### config.mk
export PLATFORM = sky130hd
export DESIGN_NAME = pic_irq_scheduler
export DESIGN_NICKNAME = d
export VERILOG_FILES = /design/src/rtl/pic_pkg.sv /design/src/rtl/pic_prio_find.sv /design/src/rtl/pic_irq_scheduler.sv
export SDC_FILE = /design/constraint.sdc
export NUM_CORES = 1
export LEC_CHECK = 0
export BUFFER_PORTS_ARGS = -buffer_cell sky130_fd_sc_hd__buf_2
export CAP_MARGIN = 40
export CORE_MARGIN = 2
export CORE_UTILIZATION = 40
export DETAILED_ROUTE_END_ITERATION = 12
export HOLD_SLACK_MARGIN = 0.05
export PLACE_DENSITY = 0.74
export RECOVER_POWER = 50
export SLEW_MARGIN = 20
export SYNTH_ARGS = -nofsm -noshare
export SYNTH_HDL_FRONTEND = slang
export SYNTH_SLANG_ARGS = --single-unit
export TNS_END_PERCENT = 30
### constraint.sdc
create_clock -name clk -period 5.7 [get_ports clk]
set_input_delay 0.855 -clock clk [delete_from_list [all_inputs] [get_ports clk]]
set_output_delay 0.855 -clock clk [all_outputs]
set_load 0.02 [all_outputs]
### src/rtl/pic_pkg.sv
// pic_pkg: shared types and constants for the 8259A-style interrupt scheduler.
//   ack_state_e : INTA handshake state (encoding is visible on ack_state).
//   OCW2 command codes decoded from ocw2[7:5] (R, SL, EOI).
//   id2mask     : one-hot mask for a 3-bit IR id.
package pic_pkg;

  localparam int NUM_IR  = 8;
  localparam int IR_ID_W = 3;

  typedef enum logic [1:0] {
    ST_IDLE = 2'b00,
    ST_ACK1 = 2'b01,
    ST_ACK2 = 2'b11
  } ack_state_e;

  localparam logic [2:0] ROT_AEOI_CLR = 3'b000;
  localparam logic [2:0] NS_EOI       = 3'b001;
  localparam logic [2:0] SP_EOI       = 3'b011;
  localparam logic [2:0] ROT_AEOI_SET = 3'b100;
  localparam logic [2:0] ROT_NS_EOI   = 3'b101;
  localparam logic [2:0] SET_PRIO     = 3'b110;
  localparam logic [2:0] ROT_SP_EOI   = 3'b111;

  function automatic logic [NUM_IR-1:0] id2mask(input logic [IR_ID_W-1:0] id);
    logic [NUM_IR-1:0] one;
    one = {{(NUM_IR-1){1'b0}}, 1'b1};
    return one << id;
  endfunction

endpackage

### src/rtl/pic_prio_find.sv
// pic_prio_find: rotating priority encoder.
//   req_i   [7:0] request vector
//   lp_i    [2:0] lowest-priority IR; search starts at lp_i+1 and wraps
//   found_o       at least one request bit set
//   id_o    [2:0] highest-priority set bit (0 when none)
module pic_prio_find
  import pic_pkg::*;
(
  input  logic [NUM_IR-1:0]  req_i,
  input  logic [IR_ID_W-1:0] lp_i,
  output logic               found_o,
  output logic [IR_ID_W-1:0] id_o
);

  always_comb begin
    found_o = 1'b0;
    id_o    = '0;
    for (int k = 0; k < NUM_IR; k++) begin
      logic [IR_ID_W-1:0] idx;
      idx = lp_i + IR_ID_W'(k + 1);
      if (!found_o && req_i[idx]) begin
        found_o = 1'b1;
        id_o    = idx;
      end
    end
  end

endmodule

### src/rtl/pic_irq_scheduler.sv
// pic_irq_scheduler: IRR/ISR holding, rotating-priority resolution, INT
// generation, two-pulse INTA sequencing and OCW2 EOI/rotate execution.
//   clk, rst        clock, synchronous active-high reset
//   ir[7:0]         synchronized request lines; imr[7:0] mask (1 = masked)
//   ltim            1 = level-triggered, 0 = edge-triggered
//   aeoi            automatic EOI on the trailing edge of the second INTA
//   vec_base[4:0]   T7..T3 of the returned vector
//   inta_n          synchronized CPU acknowledge (active low)
//   ocw2, ocw2_wr   OCW2 byte and its one-cycle write strobe
//   int_out         registered interrupt request to the CPU
//   vector, vector_valid  {vec_base,id}, valid during the second INTA
//   irr, isr        request / in-service registers
//   ack_state       00 IDLE, 01 ACK1, 11 ACK2
// Build option: define PIC_SFNM_EN to add the sfnm input (special fully
// nested mode: a request at the same level as the in-service top re-interrupts).
module pic_irq_scheduler
  import pic_pkg::*;
#(
  parameter logic [IR_ID_W-1:0] SPURIOUS_ID = 3'd7
) (
  input  logic                clk,
  input  logic                rst,
  input  logic [NUM_IR-1:0]   ir,
  input  logic [NUM_IR-1:0]   imr,
  input  logic                ltim,
  input  logic                aeoi,
  input  logic [4:0]          vec_base,
  input  logic                inta_n,
  input  logic [7:0]          ocw2,
  input  logic                ocw2_wr,
`ifdef PIC_SFNM_EN
  input  logic                sfnm,
`endif
  output logic                int_out,
  output logic [7:0]          vector,
  output logic                vector_valid,
  output logic [NUM_IR-1:0]   irr,
  output logic [NUM_IR-1:0]   isr,
  output logic [1:0]          ack_state
);

  logic [NUM_IR-1:0]  ir_q, irr_q, irr_d, isr_q, isr_d;
  logic [IR_ID_W-1:0] lp_q, lp_d;
  logic               rot_aeoi_q, rot_aeoi_d;
  logic               inta_q;
  ack_state_e         state_q;
  logic [IR_ID_W-1:0] id_q;
  logic               id_real_q;   // id_q names a real IR, not the spurious fallback
  logic               int_q, vv_q;
  logic [7:0]         vector_q;

  // ---------------- priority resolution ----------------
  logic [NUM_IR-1:0]  masked_req;
  logic               cand_found, top_found;
  logic [IR_ID_W-1:0] cand_id, top_id;

  assign masked_req = irr_q & ~imr;

  pic_prio_find u_cand (.req_i(masked_req), .lp_i(lp_q), .found_o(cand_found), .id_o(cand_id));
  pic_prio_find u_top  (.req_i(isr_q),      .lp_i(lp_q), .found_o(top_found),  .id_o(top_id));

  // Rank 0 is the highest priority (the IR just after lp).
  logic [IR_ID_W-1:0] cand_rank, top_rank;
  logic               higher, req_valid;

  assign cand_rank = cand_id - lp_q - 3'd1;
  assign top_rank  = top_id  - lp_q - 3'd1;

`ifdef PIC_SFNM_EN
  assign higher = sfnm ? (cand_rank <= top_rank) : (cand_rank < top_rank);
`else
  assign higher = cand_rank < top_rank;
`endif

  assign req_valid = cand_found && (!top_found || higher);

  // ---------------- INTA edges and events ----------------
  logic inta_fall, inta_rise, ack_fire, aeoi_fire, next_idle;

  assign inta_fall = inta_q & ~inta_n;
  assign inta_rise = ~inta_q & inta_n;
  assign ack_fire  = (state_q == ST_IDLE) && inta_fall && req_valid;
  assign aeoi_fire = (state_q == ST_ACK2) && inta_rise && aeoi && id_real_q;
  assign next_idle = ((state_q == ST_IDLE) && !inta_fall) ||
                     ((state_q == ST_ACK2) && inta_rise);

  // ---------------- OCW2 decode ----------------
  logic [NUM_IR-1:0]  eoi_clr;
  logic               lp_ocw_we;
  logic [IR_ID_W-1:0] lp_ocw_val;
  logic [IR_ID_W-1:0] ocw_l;
  logic               unused_ocw2;

  assign ocw_l       = ocw2[2:0];
  assign unused_ocw2 = ^ocw2[4:3];

  always_comb begin
    eoi_clr    = '0;
    lp_ocw_we  = 1'b0;
    lp_ocw_val = '0;
    rot_aeoi_d = rot_aeoi_q;
    if (ocw2_wr) begin
      case (ocw2[7:5])
        NS_EOI: if (top_found) eoi_clr = id2mask(top_id);
        SP_EOI: eoi_clr = id2mask(ocw_l);
        ROT_NS_EOI: if (top_found) begin
          eoi_clr    = id2mask(top_id);
          lp_ocw_we  = 1'b1;
          lp_ocw_val = top_id;
        end
        ROT_SP_EOI: begin
          eoi_clr    = id2mask(ocw_l);
          lp_ocw_we  = 1'b1;
          lp_ocw_val = ocw_l;
        end
        SET_PRIO: begin
          lp_ocw_we  = 1'b1;
          lp_ocw_val = ocw_l;
        end
        ROT_AEOI_SET: rot_aeoi_d = 1'b1;
        ROT_AEOI_CLR: rot_aeoi_d = 1'b0;
        default: ;
      endcase
    end
  end

  // ---------------- IRR / ISR / lp next state ----------------
  logic [NUM_IR-1:0] ack_mask, aeoi_clr, edge_set;

  assign ack_mask = ack_fire  ? id2mask(cand_id) : '0;
  assign aeoi_clr = aeoi_fire ? id2mask(id_q)    : '0;
  assign edge_set = ir & ~ir_q;

  always_comb begin
    // A fresh edge re-sets a bit cleared by acknowledge; a held level does not.
    if (ltim) irr_d = ir & ~ack_mask;
    else      irr_d = ((irr_q & ~ack_mask) | edge_set) & ir;
    isr_d = (isr_q & ~eoi_clr & ~aeoi_clr) | ack_mask;
    // OCW2 rotation outranks AEOI rotation.
    if (lp_ocw_we)                   lp_d = lp_ocw_val;
    else if (aeoi_fire && rot_aeoi_q) lp_d = id_q;
    else                             lp_d = lp_q;
  end

  always_ff @(posedge clk) begin
    if (rst) begin
      ir_q       <= '0;
      irr_q      <= '0;
      isr_q      <= '0;
      lp_q       <= 3'd7;
      rot_aeoi_q <= 1'b0;
      inta_q     <= 1'b1;
    end else begin
      ir_q       <= ir;
      irr_q      <= irr_d;
      isr_q      <= isr_d;
      lp_q       <= lp_d;
      rot_aeoi_q <= rot_aeoi_d;
      inta_q     <= inta_n;
    end
  end

  // ---------------- INTA FSM ----------------
  always_ff @(posedge clk) begin
    if (rst) begin
      state_q   <= ST_IDLE;
      id_q      <= '0;
      id_real_q <= 1'b0;
      vector_q  <= '0;
      vv_q      <= 1'b0;
      int_q     <= 1'b0;
    end else begin
      int_q <= next_idle && req_valid;
      case (state_q)
        ST_IDLE: if (inta_fall) begin
          id_q      <= req_valid ? cand_id : SPURIOUS_ID;
          id_real_q <= req_valid;
          state_q   <= ST_ACK1;
        end
        ST_ACK1: if (inta_fall) begin
          vector_q <= {vec_base, id_q};
          vv_q     <= 1'b1;
          state_q  <= ST_ACK2;
        end
        ST_ACK2: if (inta_rise) begin
          vv_q    <= 1'b0;
          state_q <= ST_IDLE;
        end
        default: state_q <= ST_IDLE;
      endcase
    end
  end

  assign int_out      = int_q;
  assign vector       = vector_q;
  assign vector_valid = vv_q;
  assign irr          = irr_q;
  assign isr          = isr_q;
  assign ack_state    = state_q;

endmodule

==> results of run 1 <==
[cells by family (layout without fill, tap and decap cells)]
| kind of cell | Yosys count | after routing | synth area share [%] |
|---|---|---|---|
| muxes | 73 | 73 | 25.4 |
| DFF | 45 | 45 | 21.6 |
| adders and majority gates | 8 | 8 | 2.76 |
| AOI/OAI and AO/OA | 119 | 119 | 20.6 |
| and+or+nand+nor | 184 | 184 | 22.9 |
| buffers and inverters | 51 | 105 | 5.51 |
| xor gates and xnor gates | 6 | 6 | 1.26 |
[stage by stage]
step,hold WS (ns),instances,utilization [%],setup WS [ns],cell area (um^2)
2_1_floorplan,0.437,486,-,0.0189,4180
3_3_place_gp,0.447,667,45.2,0.417,4630
3_5_place_dp,0.457,667,45.2,0.255,4630
4_1_cts,0.470,675,46.4,0.253,4740
5_1_grt,0.505,676,46.3,-0.0192,4740
6_report,0.465,676,46.3,0.191,4740
[synth_stat cells, drive strengths merged, types with 4 or more instances]
| master | instances |
|---|---|
| a211oi | 4 |
| a21o | 4 |
| a21oi | 18 |
| a22oi | 4 |
| a31oi | 4 |
| and2 | 4 |
| buf | 16 |
| clkbuf | 17 |
| dfxtp | 45 |
| ha | 6 |
| inv | 15 |
| mux2 | 14 |
| mux2i | 35 |
| mux4 | 24 |
| nand2 | 39 |
| nand2b | 9 |
| nand3 | 18 |
| nand4 | 4 |
| nor2 | 44 |
| nor2b | 22 |
| nor3 | 15 |
| nor3b | 6 |
| o21a | 4 |
| o21ai | 22 |
| o22ai | 10 |
| o311a | 6 |
| o31ai | 9 |
| o32ai | 4 |
| or2 | 5 |
| xnor2 | 5 |
[sequential cells by signal, summed over array words and instances (netlist names)]
| signal | count |
|---|---|
| isr | 8 |
| id_q | 3 |
| vector_valid | 1 |
| vector | 8 |
| rot_aeoi_q | 1 |
| lp_q | 3 |
| id_real_q | 1 |
| ir_q | 8 |
| inta_q | 1 |
| ack_state | 2 |
| int_out | 1 |
| irr | 8 |
[area by class of cell]
cell class	count	area, um^2
clock buffers	5	68.8
clock inverters	3	46.3
fillers	972	5490
inverters	18	72.6
multi-input cells	390	3070
flip-flops and latches	45	901
well taps	136	170
repair buffers	79	410
[tightest hold or removal path, stage by stage, from the launching register on]
cell and delay (ns):
sky130_fd_sc_hd__dfxtp_1 0.32, sky130_fd_sc_hd__nand2_1 0.05, sky130_fd_sc_hd__a21oi_1 0.05
[how the worst max path moves through the flow]
stage                 start  endpoint
finish              lp_q[0]    irr[5]
global route        lp_q[0]    irr[5]
CTS                 lp_q[1]    irr[5]
detailed placement  lp_q[1]    irr[5]
global placement     imr[2]    irr[5]
floorplan           lp_q[1]    irr[5]
[power by group through the flow]
stage	clock, mW	sequential [mW]	combinational, mW
after CTS	0.251	0.364	0.444
after global routing	0.264	0.369	0.489
final	0.250	0.365	0.450
after global placement	0	0.370	0.428
after detailed placement	0	0.371	0.442
after floorplan	0	0.367	0.316
[routing by layer]
| layer | global-route usage (%) | vias to the layer above | part of all wire [%] |
|---|---|---|---|
| li1 | - | 1944 | - |
| met1 | 26.6 | 1996 | 41 |
| met2 | 37.9 | 188 | 50 |
| met3 | 2.88 | 35 | 6.4 |
| met4 | 9.59 | 0 | 2.8 |
| met5 | 0 | - | 0 |
==> flow_summary.rst, run 1 <==
.. list-table::
   :header-rows: 1

   * - Metric
     - Value
   * - Result of the run
     - finished clean
   * - Yosys Warn Count
     - 0
   * - Antenna violation net count after detailed routing
     - 0
   * - Final wirelength
     - 12,000 um
   * - Sink Count
     - 45
   * - Depth of the critical timing path with buffers and inverters included
     - 19
   * - Switching Power
     - 413 uW
   * - Tightest slew margin relative to the limit
     - between 20% and 30%
   * - Post-synth EDFFs
     - 0
   * - Cell depth of the worst min-delay path
     - 2
   * - Number of buffers created by CTS
     - 5
   * - Number of rows in the core area
     - 37
   * - Largest driver fanout on the critical path
     - 18
   * - Count of buffers inserted at the top-level ports
     - 60
   * - Critical-path cell list
     - buf_4, ha_1, xnor2_1, mux4_2, mux2i_1, or3b_1, a41o_1, a2bb2oi_2, inv_1, fa_1, inv_1, ha_1, a21o_1, a21oi_1, or2_2, o311a_1, nand3_1, or4_1, o311a_1
   * - Antenna fix cells
     - 0
   * - Area growth, synth to finish
     - 13.5%
   * - Count of state elements after synthesis
     - between 40 and 50
   * - Synth Net Count
     - about 530
   * - Least-Margin Pin Slew
     - 1.19 ns
   * - Share of the yosys chip area belonging to registers
     - 21.6%
   * - Endpoint of the worst-slack reg-to-reg timing path
     - irr[5]
   * - Max Cap Violations
     - 0
   * - Most common cell after layout, fill and taps aside
     - sky130_fd_sc_hd__dfxtp_1
   * - Routability Congestion
     - around 0.94
   * - Post-CTS setup buffer count
     - 0
   * - Die width
     - 106 um
   * - Most used cells in the layout excluding fill and tap cells
     - sky130_fd_sc_hd__dfxtp_1 (45), sky130_fd_sc_hd__nor2_1 (43), sky130_fd_sc_hd__nand2_1 (39)
   * - Total number of vias
     - between 4,000 and 5,000
   * - Share of cells above drive strength 1
     - 21.3%
   * - First-pass GRT wire length
     - 19,800 um
   * - Post-synthesis instance area
     - 4180 um^2
   * - GRT Total Usage
     - 21.7%
   * - Number of buffers added to fix hold violations after cts
     - 0
   * - Post_cts resized
     - 0
   * - Worst hold path endpoint
     - rot_aeoi_q
   * - CP top delay family
     - compound AO/OA/AOI/OAI gates
   * - Hold violation total from the final report
     - 0
   * - Sum of negative setup slack
     - 0 ns
   * - Cell Int Power
     - 652 uW
   * - Top cells by area, synth
     - sky130_fd_sc_hd__dfxtp_1 (22%), sky130_fd_sc_hd__mux4_2 (12%), sky130_fd_sc_hd__mux2i_1 (8.4%), sky130_fd_sc_hd__nor2_1 (3.9%), sky130_fd_sc_hd__nand2_1 (3.5%)
   * - Most common flop cell mapped by yosys
     - sky130_fd_sc_hd__dfxtp_1
   * - Switching share of total power
     - between 30% and 40%
   * - Vias in the first global route
     - 4,114
   * - WP data arrival
     - 5.72 ns
   * - Area leader, netlist
     - sky130_fd_sc_hd__dfxtp_1
   * - Cell variety after synth
     - 76
   * - Clock Latency Late Sink
     - about 0.31 ns
   * - Worst path slowest cell
     - sky130_fd_sc_hd__fa_1
   * - Max H-tree Level
     - 2
   * - Worst hold path type
     - flip-flop to flip-flop
   * - Number of buffers on the longest clock path
     - 2
   * - Cell depth of the worst flop-to-flop path
     - 19
   * - Clock tree from TritonCTS
     - yes
   * - Leakage dissipation
     - 1.85 nW
   * - Core ar.
     - 10,200 um^2
   * - Top-area cell type share of the netlist area
     - 21.6%
   * - Startpoint of the most critical hold path
     - rot_aeoi_q
   * - Share of total power in sequential cells
     - 34.3%
   * - Final critical-path share of the clock period
     - 96.6%
   * - Initial antenna violation count
     - 0
   * - Via-per-instance ratio
     - 6.16
   * - Initial core utilization
     - a little over 40%
   * - Maximum number of pins on one net before global-route repair
     - 27
   * - Worst IR Drop VDD
     - 212 uV
   * - Final net count
     - 582
   * - Worst Setup Path Type
     - flip-flop to flip-flop
   * - Die Ht
     - roughly 110 um
   * - Critical R2R Launch
     - lp_q[0]
   * - Worst path bufs/invs
     - 3
   * - Slack of the worst reg-to-reg path
     - between 0.15 and 0.2 ns
   * - Design Power
     - 1.07 mW
   * - Clock Tree Root
     - sky130_fd_sc_hd__clkbuf_8
   * - Highest Clock Rate
     - between 150 and 200 MHz
   * - Data required time of the worst path
     - 5.91 ns
   * - Average routed wire per standard cell
     - 17.8 um
   * - Starting DRT DRC Count
     - 206
   * - Post-layout minimum cycle time
     - 5.51 ns
   * - P per Cell Area
     - 225 nW/um^2
   * - I/O pin cnt
     - 63
   * - Number of max-slew violations in the final report
     - 0
   * - Number of standard cells after synthesis
     - 486
   * - FFs w/ async S/R, synth
     - 0%
   * - Fraction of power consumed by combinational cells
     - 42.3%
   * - Die area
     - 11,300 um^2
   * - Dpl hpwl
     - 9090 um
   * - Clock power frac
     - 23.5%
   * - Critical path's largest stage delay
     - 0.54 ns
   * - Remaining routing DRC violations
     - 0
   * - Mean instance size in the synthesized netlist
     - 8.59 um^2
   * - Critical path startpoint category
     - flip-flop
   * - Setup Skew
     - between 0.009 and 0.01 ns
   * - Clock transition time at the flip-flop clock pins of the worst setup and hold paths
     - 0.09 ns
   * - GRT overflow
     - 0
   * - Setup-failing EPs final
     - 0
   * - Critical path capture point type
     - flip-flop
   * - Detailed-router iteration count before antenna repair
     - 5
(Power assumes the default switching activity.)
==> inputs of run 2 (changes only) <==
Settings changed: CORE_UTILIZATION 40 to 53, HOLD_SLACK_MARGIN 0.05 to not set, PLACE_DENSITY 0.74 to 0.9.
==> flow_summary.rst, run 2 (same netlist as run 1, synthesis figures left out) <==
.. list-table::
   :header-rows: 1

   * - Metric
     - Value
   * - Max Cap Violations
     - 0
   * - Antenna fix cells
     - 0
   * - Slack of the worst reg-to-reg path
     - 0.29 ns
   * - Leakage dissipation
     - around 1.8 nW
   * - Worst hold path type
     - flip-flop to flip-flop
   * - Initial core utilization
     - 54.3%
   * - Count of buffers inserted at the top-level ports
     - 60
   * - Setup Skew
     - 0.0126 ns
   * - Clock Tree Root
     - sky130_fd_sc_hd__clkbuf_8
   * - Tightest slew margin relative to the limit
     - 23.8%
   * - Worst path bufs/invs
     - 3
   * - Starting DRT DRC Count
     - 512
   * - CP top delay family
     - simple AND/OR/NAND/NOR gates
   * - Most used cells in the layout excluding fill and tap cells
     - sky130_fd_sc_hd__dfxtp_1 (45), sky130_fd_sc_hd__nor2_1 (43), sky130_fd_sc_hd__nand2_1 (39)
   * - Area growth, synth to finish
     - 11.5%
   * - Setup repair after global routing missed its margin
     - no
   * - Clock tree from TritonCTS
     - yes
   * - Hold violation total from the final report
     - 0
   * - Most common cell after layout, fill and taps aside
     - sky130_fd_sc_hd__dfxtp_1
   * - Final design area excluding fillers
     - between 4000 and 5000 um^2
   * - Final net count
     - 578
   * - Worst IR Drop VDD
     - 278 uV
   * - Critical path's largest stage delay
     - 0.55 ns
   * - Number of buffers added to fix hold violations after cts
     - 0
   * - Core ar.
     - 7690 um^2
   * - Result of the run
     - finished clean
   * - Number of buffers on the longest clock path
     - 2
   * - Maximum number of pins on one net before global-route repair
     - 34
   * - Final cell utilization of the core
     - 60.6%
   * - Share of cells above drive strength 1
     - 20.7%
   * - WP data arrival
     - 5.63 ns
   * - Worst Setup Path Type
     - flip-flop to flip-flop
   * - Die width
     - 92.8 um
   * - First-pass GRT wire length
     - slightly below 20,000 um
   * - Initial antenna violation count
     - 0
   * - Antenna violation net count after detailed routing
     - 0
   * - Sink Count
     - 45
   * - Vias in the first global route
     - 4,092
   * - GRT overflow
     - 0
   * - Cell area after placement
     - 4560 um^2
   * - Critical-path cell list
     - buf_4, ha_1, xnor2_1, mux4_2, mux2i_1, or3b_1, a41o_1, a2bb2oi_4, inv_1, fa_1, inv_1, ha_1, a21o_1, a21oi_1, or2_2, o311a_1, nand3_1, or4_1, o311a_1
   * - Critical path capture point type
     - flip-flop
   * - Number of rows in the core area
     - 32
   * - Critical path startpoint category
     - flip-flop
   * - Final wirelength
     - roughly 12,000 um
   * - Largest driver fanout on the critical path
     - 23
   * - Die Ht
     - 92.8 um
   * - Via-per-instance ratio
     - 6.58
   * - Least-Margin Pin Slew
     - 1.14 ns
   * - Clock transition time at the flip-flop clock pins of the worst setup and hold paths
     - 0.10 ns
   * - Detailed-router iteration count before antenna repair
     - 5
   * - GRT Total Usage
     - 27.9%
   * - Dpl hpwl
     - 8930 um
   * - Data required time of the worst path
     - 5.91 ns
   * - Clock Latency Late Sink
     - about 0.31 ns
   * - Post-layout minimum cycle time
     - 5.41 ns
   * - Design Power
     - a little over 1 mW
   * - Sum of negative setup slack
     - 0 ns
   * - Final critical-path share of the clock period
     - 95.0%
   * - Number of buffers created by CTS
     - 5
   * - Routability Congestion
     - 0.983
   * - Total number of vias
     - 4,195
   * - Average routed wire per standard cell
     - 18.7 um
   * - Setup-failing EPs final
     - 0
   * - Die area
     - 8600 um^2
   * - Remaining routing DRC violations
     - 0
   * - Max H-tree Level
     - 2
   * - Worst path slowest cell
     - sky130_fd_sc_hd__or4_1
   * - P per Cell Area
     - 218 nW/um^2
   * - I/O pin cnt
     - 63
   * - Highest Clock Rate
     - 185 MHz
   * - Number of max-slew violations in the final report
     - 0
run 2: cell types whose count changed in the layout (fill, tap and decap cells not counted):
cell,previous run,this run
sky130_fd_sc_hd__a2bb2oi_2,1,0
sky130_fd_sc_hd__a2bb2oi_4,0,1
sky130_fd_sc_hd__and2_0,0,1
sky130_fd_sc_hd__bufinv_16,1,0
sky130_fd_sc_hd__buf_4,18,14
sky130_fd_sc_hd__inv_6,1,2
sky130_fd_sc_hd__xor2_2,1,0
sky130_fd_sc_hd__xor2_1,0,1
sky130_fd_sc_hd__ha_1,6,5
sky130_fd_sc_hd__and2_1,4,3
sky130_fd_sc_hd__buf_6,0,1
sky130_fd_sc_hd__ha_2,0,1
sky130_fd_sc_hd__buf_2,37,36
run 2: area by class of cell:
class,instances,area [um^2]
Clock buffer,5,68.8
Clock inverter,3,25.0
Fill cell,677,3030
Inverter,18,72.6
Multi-Input combinational cell,390,3080
Sequential cell,45,901
Tap cell,102,128
Timing Repair Buffer,75,387
run 2: repair_timing:
item,4_1_cts,5_1_grt
setup buffers,0,0
setup endpoints to repair,0,12
gates resized for setup,0,5
run 2: layer usage:
layer  up-vias  global-route usage (%)  share of wire, %
li1       1936                       -                 -
met1      1956                    35.1                39
met2       265                    47.9                49
met3        38                    4.39               8.9
met4         0                    11.4               2.7
met5         -                       0                 0
run 2: report_power, final:
| group | total, mW | leakage, nW | switching (mW) | internal, mW |
|---|---|---|---|---|
| Sequential | 0.365 | 0.369 | 0.0306 | 0.335 |
| Combinational | 0.448 | 1.40 | 0.263 | 0.185 |
| Clock | 0.204 | 0.0447 | 0.116 | 0.0885 |
run 2: path summary, 6_finish.rpt:
check	cells after the start	endpoint	start
min	2	rot_aeoi_q	rot_aeoi_q
min reg2reg	2	rot_aeoi_q	rot_aeoi_q
max	19	irr[5]	lp_q[1]
max reg2reg	19	irr[5]	lp_q[1]
run 2: per-stage QoR:
stage	hold WS, ns	setup slack (ns)	std cells
finish	0.461	0.285	638
global route	0.500	0.0394	638
CTS	0.463	0.0823	638
detailed placement	0.451	0.140	630
global placement	0.446	0.299	630
floorplan	0.437	0.0189	486
run 2: worst min-delay path: stages (launching register included):
cell and delay, ns:
sky130_fd_sc_hd__dfxtp_1 0.32, sky130_fd_sc_hd__nand2_1 0.05, sky130_fd_sc_hd__a21oi_1 0.05
